**src/rtl/lsu_pkg.sv**
```systemverilog
// Shared encodings for the load/store unit: access sizes, FSM states
// and byte-lane count.
package lsu_pkg;

   localparam int LANES = 4;

   localparam logic [1:0] SZ_BYTE = 2'b00;
   localparam logic [1:0] SZ_HALF = 2'b01;
   localparam logic [1:0] SZ_WORD = 2'b10;

   typedef enum logic [1:0] {
      S_IDLE,
      S_READ,
      S_WRITE,
      S_RESP
   } state_e;

endpackage

```
**src/rtl/lsu_lane_align.sv**
```systemverilog
// Little-endian lane steering: load extract/extend and sub-word store merge.
// Size 11 falls through to whole-word behaviour.
module lsu_lane_align
   import lsu_pkg::*;
#(
   parameter int DATA_WIDTH = 32
) (
   input  logic [DATA_WIDTH-1:0] word_i,
   input  logic [DATA_WIDTH-1:0] wdata_i,
   input  logic [1:0]            off_i,
   input  logic [1:0]            size_i,
   input  logic                  uns_i,
   output logic [DATA_WIDTH-1:0] rdata_o,
   output logic [DATA_WIDTH-1:0] merged_o
);

   localparam int SW = $clog2(DATA_WIDTH);

   logic [SW-1:0] bsh;
   logic [SW-1:0] hsh;
   logic [7:0]    b;
   logic [15:0]   h;

   assign bsh = SW'({off_i, 3'b000});
   assign hsh = SW'({off_i[1], 4'b0000});
   assign b   = word_i[bsh +: 8];
   assign h   = word_i[hsh +: 16];

   always_comb begin
      rdata_o  = word_i;
      merged_o = wdata_i;
      case (size_i)
         SZ_BYTE: begin
            rdata_o = {{(DATA_WIDTH-8){b[7] & ~uns_i}}, b};
            merged_o = word_i;
            merged_o[bsh +: 8] = wdata_i[7:0];
         end
         SZ_HALF: begin
            rdata_o = {{(DATA_WIDTH-16){h[15] & ~uns_i}}, h};
            merged_o = word_i;
            merged_o[hsh +: 16] = wdata_i[15:0];
         end
         default: ;
      endcase
   end

endmodule

```
**src/rtl/load_store_unit.sv**
```systemverilog
// Multi-cycle load/store initiator with read-modify-write sub-word stores.
// Optional LSU_MISALIGN_TRAP_EN: misaligned requests answer with resp_err.
module load_store_unit
   import lsu_pkg::*;
#(
   parameter int DATA_WIDTH = 32,
   parameter int ADDR_WIDTH = 32
) (
   input  logic                  clk,
   input  logic                  rst,
   input  logic                  req_valid,
   output logic                  req_ready,
   input  logic                  req_we,
   input  logic [1:0]            req_size,
   input  logic                  req_unsigned,
   input  logic [ADDR_WIDTH-1:0] req_addr,
   input  logic [DATA_WIDTH-1:0] req_wdata,
   output logic                  resp_valid,
   output logic [DATA_WIDTH-1:0] resp_rdata,
   output logic                  resp_err,
   output logic                  mem_wr_en,
   output logic [ADDR_WIDTH-1:0] mem_addr,
   output logic [DATA_WIDTH-1:0] mem_wr_data,
   input  logic [DATA_WIDTH-1:0] mem_rd_data
);

   state_e                state_q, state_d;
   logic                  we_q, uns_q, err_q;
   logic [1:0]            size_q, off_q;
   logic [ADDR_WIDTH-1:0] mem_addr_q;
   logic [DATA_WIDTH-1:0] wdata_q, word_q, wr_data_q;
   logic [DATA_WIDTH-1:0] ld_data, merged;
   logic                  accept, mis;

   assign req_ready = (state_q == S_IDLE) && !rst;
   assign accept    = req_valid && req_ready;

`ifdef LSU_MISALIGN_TRAP_EN
   assign mis = (req_size == SZ_HALF && req_addr[0])
             || (req_size == SZ_WORD && req_addr[1:0] != 2'b00)
             || (req_size == 2'b11);
   assign resp_err = (state_q == S_RESP) && err_q;
`else
   assign mis      = 1'b0;
   assign resp_err = 1'b0;
`endif

   lsu_lane_align #(.DATA_WIDTH(DATA_WIDTH)) u_align (
      .word_i  (word_q),
      .wdata_i (wdata_q),
      .off_i   (off_q),
      .size_i  (size_q),
      .uns_i   (uns_q),
      .rdata_o (ld_data),
      .merged_o(merged)
   );

   always_comb begin
      state_d = state_q;
      unique case (state_q)
         S_IDLE: begin
            if (accept) begin
               if (mis)                        state_d = S_RESP;
               else if (req_we && req_size[1]) state_d = S_WRITE;
               else                            state_d = S_READ;
            end
         end
         S_READ:  state_d = we_q ? S_WRITE : S_RESP;
         S_WRITE: state_d = S_RESP;
         S_RESP:  state_d = S_IDLE;
         default: state_d = S_IDLE;
      endcase
   end

   always_ff @(posedge clk or posedge rst) begin
      if (rst) begin
         state_q    <= S_IDLE;
         we_q       <= 1'b0;
         uns_q      <= 1'b0;
         err_q      <= 1'b0;
         size_q     <= SZ_BYTE;
         off_q      <= 2'b00;
         mem_addr_q <= '0;
         wdata_q    <= '0;
         word_q     <= '0;
         wr_data_q  <= '0;
      end else begin
         state_q <= state_d;
         if (accept) begin
            we_q    <= req_we;
            uns_q   <= req_unsigned;
            err_q   <= mis;
            size_q  <= req_size;
            off_q   <= req_addr[1:0];
            wdata_q <= req_wdata;
            // a trapped request never touches the memory port
            if (!mis) mem_addr_q <= {req_addr[ADDR_WIDTH-1:2], 2'b00};
         end
         if (state_q == S_READ)  word_q    <= mem_rd_data;
         if (state_q == S_WRITE) wr_data_q <= merged;
      end
   end

   assign mem_wr_en   = (state_q == S_WRITE);
   assign mem_addr    = mem_addr_q;
   assign mem_wr_data = mem_wr_en ? merged : wr_data_q;
   assign resp_valid  = (state_q == S_RESP);
   assign resp_rdata  = (resp_valid && !we_q && !err_q) ? ld_data : '0;

endmodule

```
**config.mk**
```make
export PLATFORM = sky130hd
export DESIGN_NAME = load_store_unit
export DESIGN_NICKNAME = d
export VERILOG_FILES = /design/src/rtl/lsu_pkg.sv /design/src/rtl/lsu_lane_align.sv /design/src/rtl/load_store_unit.sv
export SDC_FILE = /design/constraint.sdc
export NUM_CORES = 1
export LEC_CHECK = 0
export ABC_AREA = 1
export ABC_CLOCK_PERIOD_IN_PS = 6440
export CAP_MARGIN = 40
export CORE_ASPECT_RATIO = 1.5
export CORE_MARGIN = 4
export CORE_UTILIZATION = 48
export DETAILED_ROUTE_END_ITERATION = 16
export PLACE_DENSITY = 0.86
export SLEW_MARGIN = 5
export SYNTH_ARGS = -nofsm -noshare
export SYNTH_HDL_FRONTEND = slang
export SYNTH_SLANG_ARGS = --single-unit
```
**constraint.sdc**
```tcl
create_clock -name clk -period 6.44 [get_ports clk]
set_input_delay 1.288 -clock clk [delete_from_list [all_inputs] [get_ports clk]]
set_output_delay 1.288 -clock clk [all_outputs]
set_load 0.005 [all_outputs]
```
# Yosys cells after proc, flatten, opt, wreduce, memory -nomap -nowiden

Cells that the tools add are included.

Bits in writable memories: 0
Bits in latches: 0
Logic and storage cells: 43
Output and inout port bits: 100
Register bits after elaboration: 134
Memory bits (read-only): 0
Memories kept: 0
Input port bits: 103

Bitwise logic cells: 3
Add/sub/neg operators: 2
Equality and inequality tests: 5
Order comparisons: 0
Shift-type cells: 6
Divide/modulo/power cells: 0
Reduce and logical (&&, ||, !) cells: 8
Multiply operators: 0
Multiplexer cells: 10

Operator list:

| operator                                               | count |
|---|---|
| one-hot mux 32 bit (2 select lines)                    | 2 |
| bitwise mux 32 bit                                     | 2 |
| two-way mux 32 bit                                     | 2 |
| variable shift 16 x 7 -> 32 bit (first input constant) | 1 |
| variable shift 8 x 7 -> 32 bit (first input constant)  | 1 |
| indexed part select 16 x 7 -> 32 bit                   | 1 |
| indexed part select 32 x 6 -> 16 bit                   | 1 |
| indexed part select 32 x 6 -> 8 bit                    | 1 |
| indexed part select 8 x 7 -> 32 bit                    | 1 |
| negation 5 -> 7 bit                                    | 2 |
| one-hot mux 2 bit (4 select lines)                     | 1 |
| equality test 2 x 1 -> 1 bit (second input constant)   | 2 |
| equality test 2 bit (second input constant)            | 2 |
| logical AND 1 bit                                      | 4 |
| logical NOT 2 bit                                      | 2 |
| two-way mux 2 bit                                      | 2 |
| bitwise AND 1 bit                                      | 2 |
| logical NOT 1 bit                                      | 2 |
| != test 2 bit (second input constant)                  | 1 |
| two-way mux 1 bit                                      | 1 |
| inverter 1 bit                                         | 1 |

# Logic depth before layout (Yosys ltp)

Gate-level depths: netlist (run 1).

Depth after elaboration: 5
Gate-level depth with buffers: 9
Depth with buffers taken out: 9

# Modules after synthesis

Synthesis (run 1) repeated with hierarchy kept, for this count alone.

Cell total of the unflattened synthesis: 933
Area total of the unflattened synthesis: 7,350.8 um^2

Modules (own cells, without submodules):

| module          | cells each | times used | area an instance (um^2) | seq. area each (um^2) |
|---|---|---|---|---|
| load_store_unit | 529        | 1          | 5,510.3                 | 3,353.2 |
| lsu_lane_align  | 404        | 1          | 1,840.5                 | 0.0 |

# Worst setup path before layout (run 1)

OpenSTA, ideal clock, no wires.

Path kind: reg-to-output
Start: register off_q[1]
End: output port mem_wr_data[17]
Required time: 5,152 ps
Cell stages (with the launch flop): 9
Arrival time: 1,751 ps
Buffers on the path: 0
Path slack: 3,401 ps
Path through: dfrtp_1 > inv_2 > ha_1 > inv_1 > nor2_1 > nand3_1 > nand2_1 > o211ai_1 > a21oi_1

Longest elaborated chain between the ends: 5
Elaborated cells on any way between the ends: 10
Those cells by class: add/sub: 2; shift: 4; mux: 4

RTL lines:

| element                                                            | RTL line                                   | RTL |
|---|---|---|
| from (decl)                                                        | load_store_unit.sv:29                      | `logic [1:0] size_q, off_q;` |
| from (signal assigned)                                             | load_store_unit.sv:94                      | `off_q <= req_addr[1:0];` |
| negation 5 -> 7 bit (on tied branches)                             | lsu_lane_align.sv:41, lsu_lane_align.sv:36 |  |
| indexed part select 16 x 7 -> 32 bit, or another cell as far along | lsu_lane_align.sv:41                       | `merged_o[hsh +: 16] = wdata_i[15:0];` |
| bitwise mux 32 bit (on tied branches)                              | lsu_lane_align.sv:41, lsu_lane_align.sv:36 |  |
| one-hot mux 32 bit (2 select lines) (*)                            | lsu_lane_align.sv:32                       | `case (size_i)` |
| two-way mux 32 bit (*)                                             | -                                          |  |
| to (decl)                                                          | load_store_unit.sv:23                      | `output logic [DATA_WIDTH-1:0] mem_wr_data,` |

Every way passes the cells marked *; elsewhere a longest branch is shown, timed or not.

# Worst setup path in the final report (run 1)

Start: register off_q[1]
End: output port mem_wr_data[20]

The elaborated chain is that of the path after synthesis.

==> results of run 1 <==
[registers in the layout, summed over array words and instances (netlist names)]
name,flops
wdata_q,32
size_q,2
wr_data_q,32
uns_q,1
state_q,2
we_q,1
off_q,2
mem_addr,30
word_q,32
[synth_stat cells]
library cell	number	area (um2)
sky130_fd_sc_hd__inv_4	1	6.26
sky130_fd_sc_hd__clkbuf_1	21	78.8
sky130_fd_sc_hd__clkbuf_4	1	7.51
sky130_fd_sc_hd__o311ai_0	1	8.76
sky130_fd_sc_hd__nand3_1	32	160
sky130_fd_sc_hd__a211oi_1	7	52.6
sky130_fd_sc_hd__nor2_4	1	11.3
sky130_fd_sc_hd__buf_4	5	37.5
sky130_fd_sc_hd__o21ai_2	1	8.76
sky130_fd_sc_hd__nand2_1	114	428
sky130_fd_sc_hd__nor2_1	95	357
sky130_fd_sc_hd__a21oi_2	1	8.76
sky130_fd_sc_hd__nor2_2	1	6.26
sky130_fd_sc_hd__nand2_2	1	6.26
sky130_fd_sc_hd__buf_1	2	7.51
sky130_fd_sc_hd__inv_2	3	11.3
sky130_fd_sc_hd__inv_1	47	176
sky130_fd_sc_hd__o211ai_1	23	173
sky130_fd_sc_hd__a21oi_1	82	410
sky130_fd_sc_hd__o21ai_1	9	45.0
sky130_fd_sc_hd__dfrtp_1	134	3350
sky130_fd_sc_hd__o21ai_0	92	460
sky130_fd_sc_hd__buf_2	16	80.1
sky130_fd_sc_hd__nand4_4	1	21.3
sky130_fd_sc_hd__ha_1	10	125
sky130_fd_sc_hd__mux2_2	58	653
sky130_fd_sc_hd__conb_1	1	3.75
[report_power, final]
| part | total, uW | switching, uW | leakage, uW | internal [uW] |
|---|---|---|---|---|
| combinational | 2250 | 1190 | 0.00219 | 1060 |
| clock | 930 | 353 | 0.000275 | 577 |
| sequential | 1640 | 371 | 0.00157 | 1270 |
| total | 4820 | 1910 | 0.00404 | 2910 |
[kinds of logic (layout without fill, tap and decap cells)]
family | count (synthesis) | after routing | share of synthesized area [%]
buffers and inverters | 96 | 288 | 6.05
AOI/OAI and AO/OA | 216 | 216 | 17.4
other | 1 | 3 | 0.0560
muxes | 58 | 58 | 9.75
DFF | 134 | 134 | 50.1
and+or+nand+nor | 245 | 245 | 14.8
adders and majority gates | 10 | 10 | 1.87
[critical path, delay by kind of cell (launching register included)]
| kind | cells | cell delay [ns] |
|---|---|---|
| buf+inv | 3 | 0.96 |
| simple gates | 4 | 0.75 |
| flops | 1 | 0.94 |
| fa+ha+maj | 1 | 0.50 |
| compound gates | 1 | 0.20 |
[routing by layer]
layer,up-vias,GRT usage [%]
li1,2926,-
met1,2974,30.0
met2,389,45.2
met3,101,6.10
met4,0,16.9
met5,-,0
[stage by stage]
| step | area [um2] | instances | hold slack, ns | util [%] | power (uW) |
|---|---|---|---|---|---|
| 2_1_floorplan | 6710 | 762 | 0.456 | - | 2760 |
| 3_3_place_gp | 8740 | 1083 | 0.453 | 64.2 | 3790 |
| 3_5_place_dp | 8770 | 1085 | 0.464 | 64.5 | 3860 |
| 4_1_cts | 9330 | 1116 | 0.478 | 68.6 | 4810 |
| 5_1_grt | 9330 | 1116 | 0.487 | 68.6 | 5130 |
| 6_report | 9330 | 1116 | 0.477 | 68.6 | 4820 |
[placed cells by master (no fill, tap or decap), types with 2 or more instances in the layout]
cell and instances:
sky130_fd_sc_hd__nand3_1 32, sky130_fd_sc_hd__clkbuf_1 5, sky130_fd_sc_hd__inv_1 46, sky130_fd_sc_hd__conb_1 3
sky130_fd_sc_hd__bufinv_16 2, sky130_fd_sc_hd__a21oi_1 82, sky130_fd_sc_hd__o21ai_1 9, sky130_fd_sc_hd__inv_2 3
sky130_fd_sc_hd__clkinv_2 3, sky130_fd_sc_hd__nand2_1 113, sky130_fd_sc_hd__clkdlybuf4s50_1 199, sky130_fd_sc_hd__a211oi_1 7
sky130_fd_sc_hd__o21ai_0 92, sky130_fd_sc_hd__buf_4 6, sky130_fd_sc_hd__ha_1 10, sky130_fd_sc_hd__nor2_1 95
sky130_fd_sc_hd__inv_4 2, sky130_fd_sc_hd__mux2_2 58, sky130_fd_sc_hd__o211ai_1 23, sky130_fd_sc_hd__clkbuf_16 17
sky130_fd_sc_hd__dfrtp_1 134, sky130_fd_sc_hd__clkinv_4 3
[worst paths after layout]
check	start	endpoint	cells after the start	slack, ns
setup / recovery	off_q[1]$_DFFE_PP0P_	mem_wr_data[20]	9	1.38
hold / removal	wr_data_q[0]$_DFF_PP0_	wr_data_q[0]$_DFF_PP0_	2	0.48
setup reg to reg	off_q[1]$_DFFE_PP0P_	wr_data_q[20]$_DFF_PP0_	8	3.53
hold reg to reg	wr_data_q[0]$_DFF_PP0_	wr_data_q[0]$_DFF_PP0_	2	0.48
max in group asynchronous	rst	word_q[21]$_DFFE_PP0N_	3	3.97
min in group asynchronous	rst	mem_addr[4]$_DFFE_PP0P_	2	1.39
[layout make-up]
class	count	area share (%)
clock buffers	23	4.91
clock inverters	8	1.09
inverters	51	2.11
multi-input cells	532	31.7
flip-flops and latches	134	35.9
well taps	162	2.17
repair buffers	206	22.1
==> run summary, run 1 <==
The run finished with clean final reports. The average cell area after synthesis came out at 8.81 um2. Buffers placed on the I/O ports in this run total 199. The count of nets left with antenna violations once routing finished came out at 0.

The quantity of gates resized following cts is 0. Of the available clock period, the critical path in the final layout requires 78.5%. The critical path arrival came out at 3.77 ns.

The final critical path time including I/O delays and setup came out at 5.06 ns. The max-cap violation count came out at 0. The starting density of the core came out at 49.3%. The post-layout net count is 1055.

The number of antenna violations at the first check in global routing was 0. The critical path is of the reg -> out type. Synthesis handed over a netlist of 760 instances. The slowest stage of the critical path belongs to the cell sky130_fd_sc_hd__dfrtp_1.

The overall die width came out at 104 um. Setup repair after global routing left no endpoint under its margin. 203 I/O pins were placed. The number of warnings reported in the yosys synthesis log came out at 0. In this run, post-CTS hold repair placed 0 buffers.

The area growth from synthesis to layout is 39.3%. The pre-antenna-repair detailed-routing pass consisted of 6 iterations. The area of the die came out at 15900 um2.

The number of sinks on the clock net is 134. The worst-case vdd ir drop came out at 0.284 mV. The area taken by flip-flops and latches came out at 3350 um2. The worst setup slack after layout came out at 1.38 ns. The number of post-CTS setup repair buffers came out at 0.

TritonCTS built the clock tree. The cell row count is 52. The total area inside the core boundary comes to 13600 um2. The count of cell types in the netlist came out at 27. The remaining global-route overflow came out at 0. The setup TNS is 0 ns. The final RePlAce weighted congestion is 0.985. The power density over the cells came out at 516 nW/um2. The average routed wire per standard cell is 19.0 um. The worst setup path is captured at a primary output. The number of antenna repair diodes came out at 0. The fill cell total of the finished layout is 1080. The standby leakage power came out at 0.00404 uW. The final number of hold-violating endpoints came to 0. The sum of routed wire segments on met1 came out at 7370 um. The maximum clock path buffer count came out at 2.

The HPWL reported at the end of detailed placement is 15700 um. In the final layout, the multi-input gates occupy 2950 um2. Using the TritonRoute via totals, the vias-per-cell ratio works out to 5.73. Between clock sinks in the finished design, the worst skew comes to 0.00814 ns. The number of remaining DRC errors is 0. The timing-limited maximum frequency came out at 198 MHz. Of the synthesized area, sequential elements account for 50.1%. The tree is rooted in a sky130_fd_sc_hd__clkbuf_16.

The via total after detailed routing came out at 6390. The final-report max-slew violation count came out at 0. Wire segments on met2 add up to 10600 um in the final route. The setup slack at placement is 1.91 ns. The fraction of layout instances using a drive strength above 1 is 10.8%. The global-route usage over all layers is 26.6%. The path class of the tightest hold or removal check is reg -> reg.

The final setup violation count is 0. Of all nets on the critical path, the largest fanout is 34. After detailed routing, the met3 layer carries 1840 um of wire.

Counting stages on the worst path, the most repeated cell is sky130_fd_sc_hd__nor2_1. The count of H-tree levels built during CTS is 4. The detailed router finished its first iteration with 706 violations. In this run, synthesis produced a sequential element count of 134. The required arrival time at the worst endpoint came out at 5.15 ns. The first-pass GRT wire length came out at 33200 um. The die boundary height is 153 um. The number of global-route vias before repair came to 6345. The number of CTS-inserted buffers came out at 17. The transition at the pin with the smallest max-transition slack is 0.924 ns. The highest metal layer carrying signal wires in the routed design is met4. The clock-pin slew of the registers on the worst-case setup and hold paths came out at 0.06 ns. The signal on the critical path passes through inv_2 -> ha_1 -> inv_1 -> nor2_1 -> nand3_1 -> a21oi_1 -> nor2_1 -> nor2_1 -> clkdlybuf4s50_1.

The routed design has 21200 um of wire. STA classifies the critical path startpoint as a register. The delay contributed by the slowest stage of the critical path is 0.94 ns. The clock reaches the later pin of the worst-skew pair after 0.42 ns.

The maximum number of pins on one net before global-route repair is 62. The headroom to the max-slew limit is 38.4%. The synthesized cell area is 6700 um2.
No activity file was read; power rests on OpenSTA's default activity.
==> run 2, diff against run 1 <==
ABC_CLOCK_PERIOD_IN_PS = 4600   (was 6440)
CORE_UTILIZATION = 43   (was 48)
PLACE_DENSITY = 0.81   (was 0.86)
clock period = 4.6 ns   (was 6.44 ns; I/O delays follow)
==> run 2 against run 1 <==
Compared with the run above: routed wire length increased by 4.5%; combinational power grew 43%; hold slack improved by 0.0083 ns; worst setup slack worse by 1.1 ns; total power increased by 42%; sequential share of layout area shrank 0.45 points; first-iteration DRC count shrank 27%; clock-buffer cell count down 6; highest routed layer unchanged.
==> run summary, run 2 (synthesis results as in run 1) <==
The run finished with clean final reports. The top-level port count is 203 (unchanged). The standby leakage power is 0.00408 uW (+0.85%).

The fraction of layout instances using a drive strength above 1 came out at 11.8% (+1.0 points). The endpoint identified for the worst register-to-register timing path is wr_data_q[5]$_DFF_PP0_. The final RePlAce weighted congestion is 0.906 (-8.0%).

The number of CTS-inserted buffers is 17 (unchanged). The transition at the pin with the smallest max-transition slack came out at 0.744 ns (-0.180 ns). The setup slack at placement came out at 0.778 ns (-1.13 ns). The slack of the worst reg-to-reg path came to 2.10 ns (-1.43 ns). The worst hold path stage count came to 2 (unchanged). The worst hold margin was 0.485 ns (+0.00827 ns). The number of DRC violations after detailed-routing iteration 0 is 518 (-27%). The number of remaining DRC errors is 0 (unchanged). The critical path arrival is 3.36 ns (-0.41 ns). The length of the first detailed-routing pass in iterations came out at 5 (-1). The number of cell instances on the worst register-to-register path is 9 (+1). The standard cell core area came out at 15200 um2 (+12%). The cell area reported after detailed placement came out at 8850 um2 (+0.93%). The total routed wirelength is 22200 um (+4.5%). The remaining global-route overflow is 0 (unchanged). For hold timing, the worst endpoint is wr_data_q[0]$_DFF_PP0_. The area of the die came out at 17700 um2 (+11%). The die boundary height came to 161 um (+5.4%). The post-route cell area was 9450 um2 (+1.3%).

The average routed wire per standard cell was 19.2 um (+0.83%). The worst hold path belongs to the class reg -> reg. The number of sinks on the clock net is 134 (unchanged). TritonCTS built the clock tree. Setup repair after global routing left no endpoint under its margin. The delay contributed by the slowest stage of the critical path came to 0.57 ns (-0.37 ns). The overall die width came out at 110 um (+5.2%). The post-layout net count is 1058 (+0.28%). The number of buffers inserted for hold repair after clock tree synthesis is 0 (unchanged). The type of the worst setup path is reg -> out. The largest registers in the layout are wdata_q (32), word_q (32), wr_data_q (32). The final period utilization came out at 93.1%. The maximum number of pins on one net before global-route repair was 77 (+24%).

The worst-path maximum fanout came out at 13 (-62%). The number of global-route vias before repair is 6496 (+2.4%). The count of buffers from port buffering is 199 (unchanged).

The HPWL reported at the end of detailed placement came out at 16600 um (+5.8%). The element type at the critical path start is a register. In the layout the commonest cells are sky130_fd_sc_hd__clkdlybuf4s50_1 (199), sky130_fd_sc_hd__dfrtp_1 (134), sky130_fd_sc_hd__nand2_1 (113).

The critical hold path startpoint is wr_data_q[0]$_DFF_PP0_. The maximum clock path buffer count came to 2 (unchanged). The via total after detailed routing is 6322 (-1.1%). The cell that appears most often on the critical path is sky130_fd_sc_hd__inv_1. The setup TNS is 0 ns (unchanged). The count of antenna-violating nets left after detailed routing came out at 0 (unchanged).

The headroom to the max-slew limit came out at 50.4% (+12 points). The power density over the cells came to 725 nW/um2 (+40%). The first-pass GRT wire length came out at 34800 um (+4.8%). The final-report max-slew violation count is 0 (unchanged). The type of destination of the critical path is a primary output. The max-cap violation count came out at 0 (unchanged). The count of H-tree levels built during CTS came out at 4 (unchanged).

The area growth from synthesis to layout is 41.1%. The clock-pin slew of the registers on the worst-case setup and hold paths came out at 0.06 ns (about the same). The number of antenna repair diodes is 0 (unchanged). The number of antenna violations at the first check in global routing came out at 0 (unchanged). The starting density of the core came to 44.0% (-5.2 points).

The via-per-instance ratio came out at 5.46 (-4.6%). The final number of hold-violating endpoints came out at 0 (unchanged). For this design, the slowest cell found on the critical path is sky130_fd_sc_hd__dfrtp_1.

The most common cell after layout, fill and taps aside is sky130_fd_sc_hd__clkdlybuf4s50_1. The global-route usage over all layers is 26.0% (-0.67 points). The timing-limited maximum frequency is 234 MHz. The final setup violation count came to 0 (unchanged).

The root buffer cell chosen for the clock tree is sky130_fd_sc_hd__clkbuf_16. The clock latency of the later-clocked register in the worst-skew pair is 0.42 ns (about the same). The required arrival time at the worst endpoint came out at 3.68 ns (-1.47 ns). The quantity of gates resized following cts came to 0 (unchanged).

The final critical path time including I/O delays and setup is 4.28 ns. The setup skew after layout is 0.00803 ns (-0.000103 ns). The worst setup slack after layout came to 0.318 ns (-1.07 ns). The number of post-CTS setup repair buffers came out at 0 (unchanged). The signal on the critical path passes through inv_1 -> ha_1 -> inv_1 -> nand3_1 -> a21oi_2 -> nand2_1 -> nand3_1 -> o21ai_0 -> inv_1 -> clkdlybuf4s50_1. The startpoint identified for the worst register-to-register timing path is off_q[0]$_DFFE_PP0P_. The cell row count is 55 (+5.8%). The worst-case vdd ir drop came to 0.432 mV (+52%).
run 2: worst max-delay path, delay by kind of cell, from the launching register on:
kind / cells / cell delay, ns
buffers and inverters: 4 / 1.14
adders and majority gates: 1 / 0.45
and+or+nand+nor: 3 / 0.31
DFF: 1 / 0.57
AOI/OAI and AO/OA: 2 / 0.47
run 2: stage by stage:
stage,std cells,power (uW),util [%]
final,1157,6850,62.1
after global routing,1157,7320,62.1
after CTS,1157,6860,62.1
after detailed placement,1125,5460,58.2
after global placement,1124,5400,58.0
after floorplan,762,3860,-
run 2: report_power, final:
group | internal (uW) | switching [uW]
clock network | 810 | 550
registers | 1780 | 496
logic | 1500 | 1710
run 2: layout make-up:
cell class	count	area (um2)
Clock buffer	17	425
Clock inverter	15	169
Fill cell	1317	5760
Inverter	51	196
Multi-Input combinational cell	532	2960
Sequential cell	134	3350
Tap cell	199	249
Timing Repair Buffer	209	2100
run 2: worst max path at each step:
stage,start,endpoint,slack [ns],cells past startpoint
after floorplan,rst,mem_addr[10]$_DFFE_PP0P_,0.1,1
after global placement,off_q[0]$_DFFE_PP0P_,mem_wr_data[23],0.88,9
after detailed placement,off_q[0]$_DFFE_PP0P_,mem_wr_data[23],0.78,9
after CTS,off_q[0]$_DFFE_PP0P_,mem_wr_data[23],0.31,9
after global routing,off_q[0]$_DFFE_PP0P_,mem_wr_data[2],0.06,10
final,off_q[0]$_DFFE_PP0P_,mem_wr_data[5],0.32,10
run 2: per-layer routing:
metal	global-route usage [%]	vias up	part of all wire, %
li1	-	2930	-
met5	0	-	0
met3	6.84	74	8.1
met4	14.1	0	5.1
met1	31.1	2982	37
met2	41.9	336	50
